<file path="src/rtl/key_event_arb_pkg.sv">
// Shared definitions for the key event arbiter: FSM encoding, event id
// width and the tick period derivation used by the tick generator.
package key_event_arb_pkg;

  typedef enum logic {
    ST_IDLE  = 1'b0,
    ST_OFFER = 1'b1
  } state_t;

  localparam int EVT_ID_W     = 3;
  localparam int DEF_CLK_FREQ = 100000000;
  localparam int DEF_TICK_HZ  = 100;

  // Clock cycles between debounce strobes; never below one cycle.
  function automatic int tick_period(input int clk_freq, input int tick_hz);
    int p;
    p = clk_freq / tick_hz;
    return (p < 1) ? 1 : p;
  endfunction

endpackage

</file>
<file path="src/rtl/key_event_arb_tick.sv">
// Shared debounce strobe: a wrapping counter whose terminal value is the tick.
module key_tick_gen
  import key_event_arb_pkg::*;
#(
  parameter int CLK_FREQ = DEF_CLK_FREQ,
  parameter int TICK_HZ  = DEF_TICK_HZ
) (
  input  logic clk_i,
  input  logic rstn_i,
  output logic tick_o
);

  localparam int PERIOD = tick_period(CLK_FREQ, TICK_HZ);
  localparam int CNT_W  = (PERIOD > 1) ? $clog2(PERIOD) : 1;
  localparam logic [CNT_W-1:0] CNT_MAX = CNT_W'(PERIOD - 1);

  logic [CNT_W-1:0] r_cnt;
  logic             w_at_max;

  assign w_at_max = (r_cnt == CNT_MAX);
  assign tick_o   = w_at_max;

  // Count 0..PERIOD-1 and wrap; the strobe is the cycle spent at the top.
  always_ff @(posedge clk_i or negedge rstn_i) begin
    if (!rstn_i) begin
      r_cnt <= '0;
    end else if (w_at_max) begin
      r_cnt <= '0;
    end else begin
      r_cnt <= r_cnt + 1'b1;
    end
  end

endmodule

</file>
<file path="src/rtl/key_event_arb.sv">
// Collects debounced key presses into a pending set and offers them one at a
// time over a valid/ready handshake, round-robin, with sticky overflow flags.
//
//   state    | meaning
//   ST_IDLE  | nothing offered, waiting for a pending key
//   ST_OFFER | evt_id_o is offered, held until the consumer takes it
module key_event_arb
  import key_event_arb_pkg::*;
#(
  parameter int CLK_FREQ = DEF_CLK_FREQ,
  parameter int TICK_HZ  = DEF_TICK_HZ,
  parameter int N_KEYS   = 4
) (
  input  logic                clk_i,
  input  logic                rstn_i,
  input  logic [N_KEYS-1:0]   key_cap_i,
  output logic                tick_o,
  output logic                evt_valid_o,
  input  logic                evt_ready_i,
  output logic [EVT_ID_W-1:0] evt_id_o,
  output logic [N_KEYS-1:0]   evt_ovf_o,
  input  logic                ovf_clr_i
);

  localparam logic [EVT_ID_W-1:0] LAST_IDX = EVT_ID_W'(N_KEYS - 1);

  state_t                r_state;
  state_t                w_state_nxt;
  logic [N_KEYS-1:0]     r_pend;
  logic [N_KEYS-1:0]     r_ovf;
  logic [EVT_ID_W-1:0]   r_id;
  logic [EVT_ID_W-1:0]   r_ptr;
  logic [N_KEYS-1:0]     w_xfer_vec;
  logic [N_KEYS-1:0]     w_req;
  logic [N_KEYS-1:0]     w_new_ovf;
  logic [EVT_ID_W-1:0]   w_base;
  logic [EVT_ID_W-1:0]   w_grant;
  logic [EVT_ID_W-1:0]   w_grant_hi;
  logic [EVT_ID_W-1:0]   w_grant_lo;
  logic                  w_found_hi;
  logic                  w_any_req;
  logic                  w_xfer;
  logic                  w_load;

  key_tick_gen #(
    .CLK_FREQ (CLK_FREQ),
    .TICK_HZ  (TICK_HZ)
  ) u_tick (
    .clk_i  (clk_i),
    .rstn_i (rstn_i),
    .tick_o (tick_o)
  );

  assign w_xfer = (r_state == ST_OFFER) && evt_ready_i;

  // One-hot of the key leaving this cycle (all zero when nothing transfers).
  always_comb begin
    w_xfer_vec = '0;
    for (int k = 0; k < N_KEYS; k++) begin
      w_xfer_vec[k] = w_xfer && (r_id == EVT_ID_W'(k));
    end
  end

  // The key being transferred is excluded so it is never offered twice.
  assign w_req     = r_pend & ~w_xfer_vec;
  assign w_any_req = |w_req;
  // On a transfer the pointer moves to the current id this same edge, so the
  // search for the follow-on grant already starts after it.
  assign w_base    = w_xfer ? r_id : r_ptr;

  // Round-robin: lowest requester above the base wins, else lowest overall.
  always_comb begin
    w_grant_hi = '0;
    w_grant_lo = '0;
    w_found_hi = 1'b0;
    for (int k = N_KEYS - 1; k >= 0; k--) begin
      if (w_req[k]) begin
        if (EVT_ID_W'(k) > w_base) begin
          w_grant_hi = EVT_ID_W'(k);
          w_found_hi = 1'b1;
        end else begin
          w_grant_lo = EVT_ID_W'(k);
        end
      end
    end
    w_grant = w_found_hi ? w_grant_hi : w_grant_lo;
  end

  // Next-state decode; w_load marks edges where a new grant is latched.
  always_comb begin
    w_state_nxt = r_state;
    w_load      = 1'b0;
    case (r_state)
      ST_IDLE: begin
        if (w_any_req) begin
          w_state_nxt = ST_OFFER;
          w_load      = 1'b1;
        end
      end
      ST_OFFER: begin
        if (evt_ready_i) begin
          if (w_any_req) begin
            w_load = 1'b1;
          end else begin
            w_state_nxt = ST_IDLE;
          end
        end
      end
      default: begin
        w_state_nxt = ST_IDLE;
      end
    endcase
  end

  // State register.
  always_ff @(posedge clk_i or negedge rstn_i) begin
    if (!rstn_i) begin
      r_state <= ST_IDLE;
    end else begin
      r_state <= w_state_nxt;
    end
  end

  // Offered id and round-robin pointer; the pointer only moves on transfer.
  always_ff @(posedge clk_i or negedge rstn_i) begin
    if (!rstn_i) begin
      r_id  <= '0;
      r_ptr <= LAST_IDX;
    end else begin
      if (w_load) begin
        r_id <= w_grant;
      end
      if (w_xfer) begin
        r_ptr <= r_id;
      end
    end
  end

  // A press on an already pending key that is not leaving is dropped.
  assign w_new_ovf = key_cap_i & r_pend & ~w_xfer_vec;

  // Pending set: capture wins over a same-cycle transfer of the same key.
  always_ff @(posedge clk_i or negedge rstn_i) begin
    if (!rstn_i) begin
      r_pend <= '0;
    end else begin
      r_pend <= (r_pend & ~w_xfer_vec) | key_cap_i;
    end
  end

  // Sticky overflow flags; a new overflow survives a simultaneous clear.
  always_ff @(posedge clk_i or negedge rstn_i) begin
    if (!rstn_i) begin
      r_ovf <= '0;
    end else begin
      r_ovf <= (ovf_clr_i ? '0 : r_ovf) | w_new_ovf;
    end
  end

  assign evt_valid_o = (r_state == ST_OFFER);
  assign evt_id_o    = r_id;
  assign evt_ovf_o   = r_ovf;

endmodule
</file>
<file path="config.mk">
export PLATFORM = sky130hd
export DESIGN_NAME = key_event_arb
export DESIGN_NICKNAME = d
export VERILOG_FILES = /design/src/rtl/key_event_arb_pkg.sv /design/src/rtl/key_event_arb_tick.sv /design/src/rtl/key_event_arb.sv
export SDC_FILE = /design/constraint.sdc
export NUM_CORES = 1
export LEC_CHECK = 0
export ABC_AREA = 1
export BUFFER_PORTS_ARGS = -buffer_cell sky130_fd_sc_hd__buf_2
export CORE_MARGIN = 2
export CORE_UTILIZATION = 48
export CTS_BUF_LIST = sky130_fd_sc_hd__clkbuf_4 sky130_fd_sc_hd__clkbuf_8
export DETAILED_ROUTE_END_ITERATION = 8
export PLACE_DENSITY_LB_ADDON = 0.08
export SLEW_MARGIN = 20
export SYNTH_ARGS = -nofsm -noshare
export SYNTH_HDL_FRONTEND = slang
export SYNTH_SLANG_ARGS = --single-unit
</file>
<file path="constraint.sdc">
create_clock -name clk_i -period 2.5 [get_ports clk_i]
set_input_delay 0.625 -clock clk_i [delete_from_list [all_inputs] [get_ports clk_i]]
set_output_delay 0.625 -clock clk_i [all_outputs]
set_load 0.02 [all_outputs]
</file>
* Word-level counts from Yosys, hierarchy flattened
Cells that the tools add are included.
** Word-level totals
- Flip-flop bits (word level) :: 35
- Bits of input ports :: 8
- Output and inout port bits :: 9
- Logic and storage cells :: 62
** Cells by class
- $add $sub $neg :: 1
- $lt $le $gt $ge :: 4
- Eq/ne operators :: 4
- Muxes and demuxes :: 33
- Bitwise operators :: 7
- Reductions and logical operators :: 7
** Operators with widths (count)
- 3-bit 2-to-1 mux :: 16
- 20-bit by 1-bit adder with 20-bit output (second input constant) :: 1
- 20-bit equality test (second input constant) :: 1
- 20-bit 2-to-1 mux :: 1
- 4-bit bitwise AND :: 3
- 1-bit 2-to-1 mux :: 11
- 4-bit bitwise OR :: 2
- 3-bit by 2-bit equality test with 1-bit output (second input constant) :: 2
- 1-bit by 3-bit > comparator with 1-bit output (first input constant) :: 2
- 2-bit by 3-bit > comparator with 1-bit output (first input constant) :: 2
- 1-bit logical AND :: 5
- 2-bit 2-to-1 mux :: 2
- 4-bit 2-to-1 mux :: 1
- 4-bit NOT :: 1
- 1-bit one-hot mux with 2 select lines :: 2
- 4-bit OR reduction :: 1
- 3-bit by 1-bit equality test with 1-bit output (second input constant) :: 1
- 3-bit logical NOT :: 1
- 1-bit NOT :: 1

* Logic depth before layout (Yosys ltp)
Gate-level depths: netlist of the first run.
- Word-level depth :: 12
- Mapped depth :: 11
- Depth with buffers taken out :: 11

* By module
Synthesis of the first run repeated with hierarchy kept, for this count alone.
** Second synthesis, totals
- Cell total of the unflattened synthesis :: 253
- Area, all modules :: 1921.8 um^2
** By module, submodules not included
- key_tick_gen :: times used 1, cells each 162, area an instance 1204.9 um^2, sequential area each 500.5 um^2
- key_event_arb :: times used 1, cells each 91, area an instance 716.9 um^2, sequential area each 352.8 um^2

* Least setup slack after synthesis of the first run
No wires, ideal clock.
- Path type :: flip-flop to output port
- Start point :: register u_tick.r_cnt[0]
- End point :: output port tick_o
- Data arrival time :: 1500 ps
- Data required time :: 1875 ps
- Setup slack :: 375 ps
- Stages on the path, launching flop included :: 8
- Buffers on the path :: 0
- Cell sequence :: dfrtp_1 ha_1 nand2_1 inv_1 nand2_1 nor2_1 inv_1 nor4_1
** Between the ends
- Word-level cells in the longest chain between the ends :: 1
** RTL lines
- from (decl) :: RTL line key_event_arb_tick.sv:17 : logic [CNT_W-1:0] r_cnt;
- from (signal assigned) :: RTL line key_event_arb_tick.sv:30 : r_cnt <= r_cnt + 1'b1;
- 20-bit equality test :: RTL line key_event_arb_tick.sv:20 : assign w_at_max = (r_cnt == CNT_MAX);
- to (decl) :: RTL line key_event_arb.sv:17 : output logic tick_o,
No other way between the ends.

* Worst setup path in the final report of the first run
Ends and elaborated chain as after synthesis.

==> results of run 1 <==
[worst register-to-register path, stage by stage (launching register included)]
cell,delay (ps)
dfrtp_1,370
ha_1,180
nand2_1,70
nor2_1,200
nand4_1,150
nor2_1,450
nor2_1,100
[metal layers]
layer / GRT usage / vias up / part of all wire
li1: - / 761 / -
met1: 0.235 / 655 / 0.47
met2: 0.321 / 28 / 0.48
met3: 0.0365 / 5 / 0.039
met4: 0.0638 / 0 / 0.011
met5: 0 / - / 0
[area by class of cell]
class / instances / area share
Clock buffer: 5 / 0.0342
Clock inverter: 3 / 0.0199
Inverter: 39 / 0.0728
Multi-Input combinational cell: 154 / 0.381
Sequential cell: 34 / 0.424
Tap cell: 48 / 0.0299
Timing Repair Buffer: 15 / 0.0373
[registers in the layout (all words and copies together), names as in the netlist]
register      count
evt_valid_o       1
r_ptr             3
u_tick.r_cnt     20
evt_ovf_o         4
evt_id_o          2
r_pend            4
[cell families after synthesis]
group,share of synthesized area
AO/OA/AOI/OAI,0.0563
XOR/XNOR,0.0591
adder cells (fa/ha/maj),0.00704
other,0.00211
buffers and inverters,0.0887
flip-flops,0.480
AND/OR/NAND/NOR,0.307
[power groups by stage]
stage / logic (mW) / clock network [mW] / registers [mW]
floorplan: 0.210 / 0 / 0.712
global placement: 0.350 / 0 / 0.676
detailed placement: 0.349 / 0 / 0.678
CTS: 0.351 / 0.509 / 0.667
global route: 0.402 / 0.534 / 0.674
finish: 0.348 / 0.499 / 0.667
[cells in the mapped netlist, drive strengths merged]
master	number	area [um2]
a21oi	5	25.0
and3	1	6.26
buf	1	7.51
clkbuf	1	3.75
conb	1	3.75
dfrtp	32	801
dfstp	2	52.6
ha	1	12.5
inv	39	146
nand2	54	205
nand3	15	75.1
nand4	9	56.3
nor2	30	118
nor3	11	60.1
nor4	2	12.5
o21ai	7	50.0
o22ai	4	25.0
or2	2	12.5
xnor2	2	17.5
xor2	10	87.6
[worst min path at each step]
stage	slack (ps)	endpoint	depth (start not counted)	start
finish	400	evt_id_o[0]	1	rstn_i
global route	480	evt_id_o[0]	1	rstn_i
CTS	430	evt_id_o[0]	1	rstn_i
detailed placement	450	u_tick.r_cnt[0]	1	u_tick.r_cnt[0]
global placement	450	u_tick.r_cnt[0]	1	u_tick.r_cnt[0]
floorplan	330	evt_id_o[0]	0	rstn_i
[stage by stage]
step,hold slack (ps),util,power (mW),setup WS (ps)
after CTS,431,0.558,1.53,190
final,404,0.558,1.51,192
after global placement,447,0.527,1.03,588
after floorplan,329,-,0.922,375
after detailed placement,454,0.527,1.03,500
after global routing,480,0.558,1.61,49.4
==> results.json, run 1 <==
{
  "status": "complete, no violations",
  "gp_congestion": 0.804,
  "grt_usage": 0.187,
  "slew_violations": 0,
  "setup-tns-final_ps": 0,
  "diodes": 0,
  "instances_no_fill": 298,
  "synth_area_um2": 1780,
  "crit_end": "tick_o",
  "relSlewSlack": 0.501,
  "cp-end-kind": "output pin",
  "syn_inst": 229,
  "core-area_um2": 3610,
  "cts_max_level": 2,
  "dp_cells": 290,
  "switching_power_mw": 0.487,
  "p_sw_frac": 0.322,
  "final_layout_size_suffix_gt1_frac": 0.140,
  "start_util": 0.493,
  "drcViolationCount": 0,
  "overflow": 0,
  "drt-pass1-iter-count": 4,
  "wl_per_cell_um": 11.6,
  "first_iter_violations": 89,
  "grt_setup_unrepaired": "false",
  "cts_tree": "yes",
  "num_rows": 22,
  "yosysSeqAreaShare": 0.480,
  "crit_start": "u_tick.r_cnt[0]",
  "vias_per_cell": 4.86,
  "final_common_cell": "nand2_1",
  "post-dp-hpwl_um": 2610,
  "r2r_end": "u_tick.r_cnt[19]",
  "synth_warnings": 0,
  "ff2ff_setup_slack_ps": 850,
  "path_clk_slew_ps": 70,
  "reg2regPathDepth": 6,
  "grt_pass1_wl_um": 6030,
  "critPathMaxStageDelay_ps": 370,
  "hold_class": "primary input to asynchronous set/reset pin",
  "cts_buffers": 5,
  "ys_ff_latch": 34,
  "grt_pass1_vias": 1344,
  "p_comb_frac": 0.230,
  "cts_root_buf": "clkbuf_8",
  "port_buffers": 15,
  "n_fill_cell": 345,
  "yosys.cell_types.count": 27,
  "multi_input_area_um2": 767,
  "area_delta_synth_final_pct": 13.1,
  "crit_type": "register to output pin",
  "period_needed_ps": 2310,
  "peakVddDrop_v": 0.000404,
  "ios": 17,
  "final_cell_mix": "nand2_1, inv_1, dfrtp_1",
  "fp.dieW_um": 64.9,
  "place_area_um2": 1900,
  "rr_startpoint": "u_tick.r_cnt[0]",
  "seqPwrFrac": 0.440,
  "grt_max_degree": 35,
  "cts_setup_buffers": 0,
  "cp.arrival_ps": 1680,
  "clkPwrFrac": 0.330,
  "cap_viol_max_count": 0,
  "fmaxAchievable_mhz": 433,
  "routed_wl_um": 3470,
  "die_area_um2": 4210,
  "timing.critical_path.cells": "ha_1 > nand2_1 > inv_1 > nand2_1 > nor2_1 > inv_1 > nor4_1 > buf_2",
  "die_h_um": 64.9,
  "avgSynthCellArea_um2": 7.76,
  "antenna_found_initial": 0,
  "p_leak_nw": 1.01,
  "ant_nets": 0,
  "clkSinkCount": 34,
  "syn-num-nets": 238,
  "clock_path_buffers": 2,
  "worst-path-max-fanout": 4,
  "critPathBufInv": 3,
  "ctsResizeCount": 0,
  "internal_power_mw": 1.03,
  "fin_area_um2": 2010,
  "vias": 1449,
  "finalClockSkew_ps": 4.41,
  "cpLargestDelayFamily": "simple AND/OR/NAND/NOR gates",
  "power.density_nw_per_um2": 753,
  "clk_latency_ps": 280,
  "hold_viol_final": 0,
  "slowest_stage": "dfrtp_1",
  "cp-start-kind": "register",
  "setup-violations-final": 0,
  "nets": 258,
  "crit_required_ps": 1880,
  "postCtsHoldBufs": 0,
  "tightestPinTransition_ps": 748,
  "min_period_over_period": 0.923,
  "regArea_um2": 853,
  "path_depth": 8
}
Note: power is estimated with default switching activity, not from simulation.
==> run 2: changes to the inputs <==
--- a/config.mk
+++ b/config.mk
@@ -8,7 +8,7 @@
 export ABC_AREA = 1
 export BUFFER_PORTS_ARGS = -buffer_cell sky130_fd_sc_hd__buf_2
 export CORE_MARGIN = 2
-export CORE_UTILIZATION = 48
+export CORE_UTILIZATION = 40
 export CTS_BUF_LIST = sky130_fd_sc_hd__clkbuf_4 sky130_fd_sc_hd__clkbuf_8
 export DETAILED_ROUTE_END_ITERATION = 8
 export PLACE_DENSITY_LB_ADDON = 0.08
==> results.json, run 2 (same netlist as run 1, synthesis figures left out) <==
{
  "largest_register_ffs": 20,
  "grt_usage": 0.165,
  "status": "complete, no violations",
  "timing.critical_path.cells": "ha_1 > nand2_1 > inv_1 > nand2_1 > nor2_1 > inv_1 > nor4_1 > buf_2",
  "met3_usage": 0.0427,
  "cts_setup_buffers": 0,
  "worst-path-max-fanout": 4,
  "vias_per_cell": 4.82,
  "relSlewSlack": 0.497,
  "final_cell_mix": "nand2_1, inv_1, dfrtp_1",
  "cts_root_buf": "clkbuf_8",
  "clkPwrFrac": 0.295,
  "cts_tree": "yes",
  "min_period_over_period": 0.903,
  "start_util": 0.411,
  "place_area_um2": 1910,
  "cp-start-kind": "register",
  "hold_viol_final": 0,
  "fin_area_um2": 2000,
  "slowest_stage": "dfrtp_1",
  "routed_wl_um": 3610,
  "finalClockSkew_ps": 7.14,
  "p_leak_nw": 1.00,
  "cp-end-kind": "output pin",
  "vias": 1455,
  "crit_type": "register to output pin",
  "num_rows": 24,
  "crit_required_ps": 1880,
  "grt_pass1_wl_um": 6400,
  "grt_pass1_vias": 1390,
  "hold_class": "primary input to asynchronous set/reset pin",
  "n_fill_cell": 458,
  "fmaxAchievable_mhz": 443,
  "clock_path_buffers": 2,
  "ff2ff_setup_slack_ps": 860,
  "antenna_found_initial": 0,
  "die_h_um": 70.7,
  "first_iter_violations": 108,
  "ios": 17,
  "setup-tns-final_ps": 0,
  "cts_buffers": 5,
  "diodes": 0,
  "post-dp-hpwl_um": 2720,
  "grt_setup_unrepaired": "false",
  "clkSinkCount": 34,
  "drcViolationCount": 0,
  "switching_power_mw": 0.487,
  "grt_busiest_layer": "met2",
  "cp.arrival_ps": 1630,
  "cap_viol_max_count": 0,
  "slew_violations": 0,
  "multi_input_area_um2": 767,
  "period_needed_ps": 2260,
  "postCtsHoldBufs": 0,
  "top_register": "u_tick.r_cnt",
  "gr-usage-met1": 0.213,
  "nets": 258,
  "final_layout_size_suffix_gt1_frac": 0.140,
  "overflow": 0,
  "p_sw_frac": 0.337,
  "met2_usage": 0.269,
  "grt_max_degree": 35,
  "ctsResizeCount": 0,
  "critPathMaxStageDelay_ps": 370,
  "gp_congestion": 0.863,
  "clk_latency_ps": 290,
  "setup-violations-final": 0,
  "area_delta_synth_final_pct": 12.6,
  "peakVddDrop_v": 0.000363,
  "internal_power_mw": 0.955,
  "wl_per_cell_um": 12.0,
  "regArea_um2": 853,
  "p_comb_frac": 0.242,
  "path_clk_slew_ps": 70,
  "die_area_um2": 4990,
  "drt-pass1-iter-count": 4,
  "core-area_um2": 4320,
  "ant_nets": 0,
  "seqPwrFrac": 0.463,
  "cts_max_level": 2,
  "power.density_nw_per_um2": 720,
  "port_buffers": 15,
  "fp.dieW_um": 70.7,
  "final_common_cell": "nand2_1",
  "tightestPinTransition_ps": 755
}
[run 2: changes by cell type in the layout (fill, tap and decap cells not counted)]
cell / previous run / this run
bufinv_16: 1 / 0
clkbuf_8: 5 / 6
clkinv_2: 2 / 1
clkinvlp_4: 0 / 1
[run 2: final cells by class]
class | count | share of cell area
inverter | 39 | 0.0731
multi-input combinational | 154 | 0.383
clock inverter | 2 | 0.00625
tap | 52 | 0.0325
timing repair buffer | 15 | 0.0375
sequential | 34 | 0.426
clock buffer | 6 | 0.0413
[run 2: worst max-delay path: cells and delay by family, from the launching register on]
| kind | cells | cell delay (ps) |
|---|---|---|
| buffers and inverters | 3 | 410 |
| flip-flops | 1 | 370 |
| AND/OR/NAND/NOR | 4 | 410 |
| adder cells (fa/ha/maj) | 1 | 170 |
[run 2: path summary, 6_finish.rpt]
| path | from | endpoint | cells past startpoint |
|---|---|---|---|
| hold / removal | rstn_i | evt_id_o[1] | 1 |
| hold reg to reg | u_tick.r_cnt[0] | u_tick.r_cnt[0] | 1 |
| setup / recovery | u_tick.r_cnt[0] | tick_o | 8 |
| max in group asynchronous | rstn_i | u_tick.r_cnt[6] | 1 |
| min in group clk_i | u_tick.r_cnt[0] | u_tick.r_cnt[0] | 1 |
| setup reg to reg | u_tick.r_cnt[0] | u_tick.r_cnt[19] | 6 |
[run 2: stage by stage]
stage	total power [mW]	utilization	hold WS (ps)	cells	setup slack, ps
6_report	1.44	0.463	401	302	242
3_5_place_dp	1.04	0.441	454	294	529
2_1_floorplan	0.922	-	329	229	375
5_1_grt	1.54	0.463	471	302	45.0
3_3_place_gp	1.03	0.441	448	294	583
4_1_cts	1.47	0.463	432	302	212
[run 2: power groups by stage]
| stage | registers, mW | clock network (mW) | logic [mW] |
|---|---|---|---|
| after global routing | 0.678 | 0.463 | 0.402 |
| after global placement | 0.678 | 0 | 0.355 |
| after detailed placement | 0.679 | 0 | 0.357 |
| after CTS | 0.668 | 0.442 | 0.357 |
| after floorplan | 0.712 | 0 | 0.210 |
| final | 0.667 | 0.425 | 0.349 |
[run 2: routing by layer]
layer	share of wire	vias to the layer above
met5	0	-
met4	0.016	0
met2	0.48	40
li1	-	761
met3	0.049	6
met1	0.45	648
==> run 3: changes to the inputs <==
--- a/config.mk
+++ b/config.mk
@@ -12,7 +12,7 @@
 export CTS_BUF_LIST = sky130_fd_sc_hd__clkbuf_4 sky130_fd_sc_hd__clkbuf_8
 export DETAILED_ROUTE_END_ITERATION = 8
 export PLACE_DENSITY_LB_ADDON = 0.08
-export SLEW_MARGIN = 20
+export SLEW_MARGIN = 10
 export SYNTH_ARGS = -nofsm -noshare
 export SYNTH_HDL_FRONTEND = slang
 export SYNTH_SLANG_ARGS = --single-unit
==> constraint.sdc (replaced) <==
create_clock -name clk_i -period 2.2 [get_ports clk_i]
set_input_delay 0.55 -clock clk_i [delete_from_list [all_inputs] [get_ports clk_i]]
set_output_delay 0.55 -clock clk_i [all_outputs]
set_load 0.02 [all_outputs]
==> results.json, run 3 (same netlist as run 1, synthesis figures left out) <==
{
  "grt_max_degree": 35,
  "ios": 17,
  "start_util": 0.411,
  "setup-violations-final": 0,
  "grt_usage": 0.165,
  "post-dp-hpwl_um": 2650,
  "port_buffers": 15,
  "final_common_cell": "nand2_1",
  "routed_wl_um": 3630,
  "min_period_over_period": 0.950,
  "cp-start-kind": "register",
  "peakVddDrop_v": 0.000284,
  "cap_viol_max_count": 0,
  "core-area_um2": 4320,
  "hold_viol_final": 0,
  "worst-path-max-fanout": 3,
  "cts_max_level": 2,
  "area_delta_synth_final_pct": 15.6,
  "slowest_stage": "dfrtp_1",
  "crit_required_ps": 1650,
  "cts_root_buf": "clkbuf_8",
  "power.density_nw_per_um2": 796,
  "met2_usage": 0.266,
  "grt_busiest_layer": "met2",
  "fp.dieW_um": 70.7,
  "vias_per_cell": 4.91,
  "slew_violations": 0,
  "critPathMaxStageDelay_ps": 350,
  "diodes": 0,
  "crit_type": "register to output pin",
  "die_area_um2": 4990,
  "grt_pass1_wl_um": 6340,
  "nets": 263,
  "grt_pass1_vias": 1412,
  "p_comb_frac": 0.242,
  "cp-end-kind": "output pin",
  "final_cell_mix": "nand2_1, inv_1, dfrtp_1",
  "p_leak_nw": 1.02,
  "seqPwrFrac": 0.463,
  "power.total_mw": 1.64,
  "cp.arrival_ps": 1540,
  "n_fill_cell": 449,
  "status": "complete, no violations",
  "first_iter_violations": 55,
  "utilization": 0.475,
  "clkPwrFrac": 0.295,
  "overflow": 0,
  "fmaxAchievable_mhz": 478,
  "hold_class": "primary input to asynchronous set/reset pin",
  "path_clk_slew_ps": 70,
  "drt-pass1-iter-count": 4,
  "period_needed_ps": 2090,
  "relSlewSlack": 0.496,
  "finalClockSkew_ps": 5.17,
  "p_sw_frac": 0.337,
  "final_layout_size_suffix_gt1_frac": 0.184,
  "die_h_um": 70.7,
  "clock_path_buffers": 2,
  "cts_tree": "yes",
  "largest_register_ffs": 20,
  "clkSinkCount": 34,
  "tightestPinTransition_ps": 756,
  "num_rows": 24,
  "antenna_found_initial": 0,
  "wl_per_cell_um": 11.8,
  "gp_congestion": 0.855,
  "vias": 1507,
  "ant_nets": 0,
  "met3_usage": 0.0456,
  "clk_latency_ps": 290,
  "top_register": "u_tick.r_cnt",
  "internal_power_mw": 1.09,
  "timing.critical_path.cells": "ha_2 > nand2_2 > inv_2 > nand2_2 > nor2_2 > inv_2 > nor4_2 > buf_2",
  "gr-usage-met1": 0.201,
  "drcViolationCount": 0,
  "switching_power_mw": 0.551,
  "cts_buffers": 5
}
[run 3: power by group through the flow]
stage          combinational, mW  clock (mW)  sequential [mW]
4_1_cts                    0.404       0.503            0.759
3_3_place_gp               0.404           0            0.770
3_5_place_dp               0.402           0            0.771
2_1_floorplan              0.239           0            0.809
6_report                   0.395       0.483            0.758
5_1_grt                    0.457       0.524            0.770
[run 3: path summary, 6_finish.rpt]
check / startpoint / end / cells past startpoint / slack (ps)
hold reg to reg: r_ptr[1] / r_ptr[1] / 2 / 480
setup / recovery: u_tick.r_cnt[1] / tick_o / 8 / 110
max in group asynchronous: rstn_i / u_tick.r_cnt[10] / 1 / 1390
hold / removal: rstn_i / evt_id_o[1] / 1 / 330
setup reg to reg: u_tick.r_cnt[1] / u_tick.r_cnt[18] / 11 / 580
min in group clk_i: key_cap_i[2] / r_pend[2] / 3 / 460
[run 3: cell type report]
cell class / instances / area, um2 / area share
multi-input combinational: 154 / 783 / 0.381
timing repair buffer: 20 / 113 / 0.0548
clock buffer: 6 / 82.6 / 0.0402
sequential: 34 / 853 / 0.415
tap: 52 / 65.1 / 0.0316
inverter: 39 / 146 / 0.0712
clock inverter: 2 / 12.5 / 0.00609
[run 3: what timing repair did]
action                                  CTS  global route
setup buffers                             1             3
gates resized for setup                   3             4
endpoints found under the hold margin     0             0
hold buffers                              0             0
pin swaps                                 1             3
endpoints found under the setup margin    1             1
[run 3: through the flow]
| step | TNS (ps) | hold WS, ps | worst slack (ps) | std cells | instance area [um2] |
|---|---|---|---|---|---|
| finish | 0 | 328 | 109 | 307 | 2060 |
| global route | -32.4 | 400 | -32.4 | 307 | 2060 |
| CTS | 0 | 349 | 7.65 | 304 | 2020 |
| detailed placement | 0 | 456 | 303 | 295 | 1910 |
| global placement | 0 | 448 | 357 | 295 | 1910 |
| floorplan | 0 | 254 | 150 | 229 | 1780 |
[run 3: worst max-delay path, delay by kind of cell, from the launching register on]
kind          cells  cell delay, ps
simple gates      4             370
buf+inv           3             350
flops             1             350
fa+ha+maj         1             190
[run 3: routing by layer]
layer	vias to the layer above	part of all wire
li1	772	-
met1	697	0.45
met2	29	0.49
met3	9	0.042
met4	0	0.026
met5	-	0
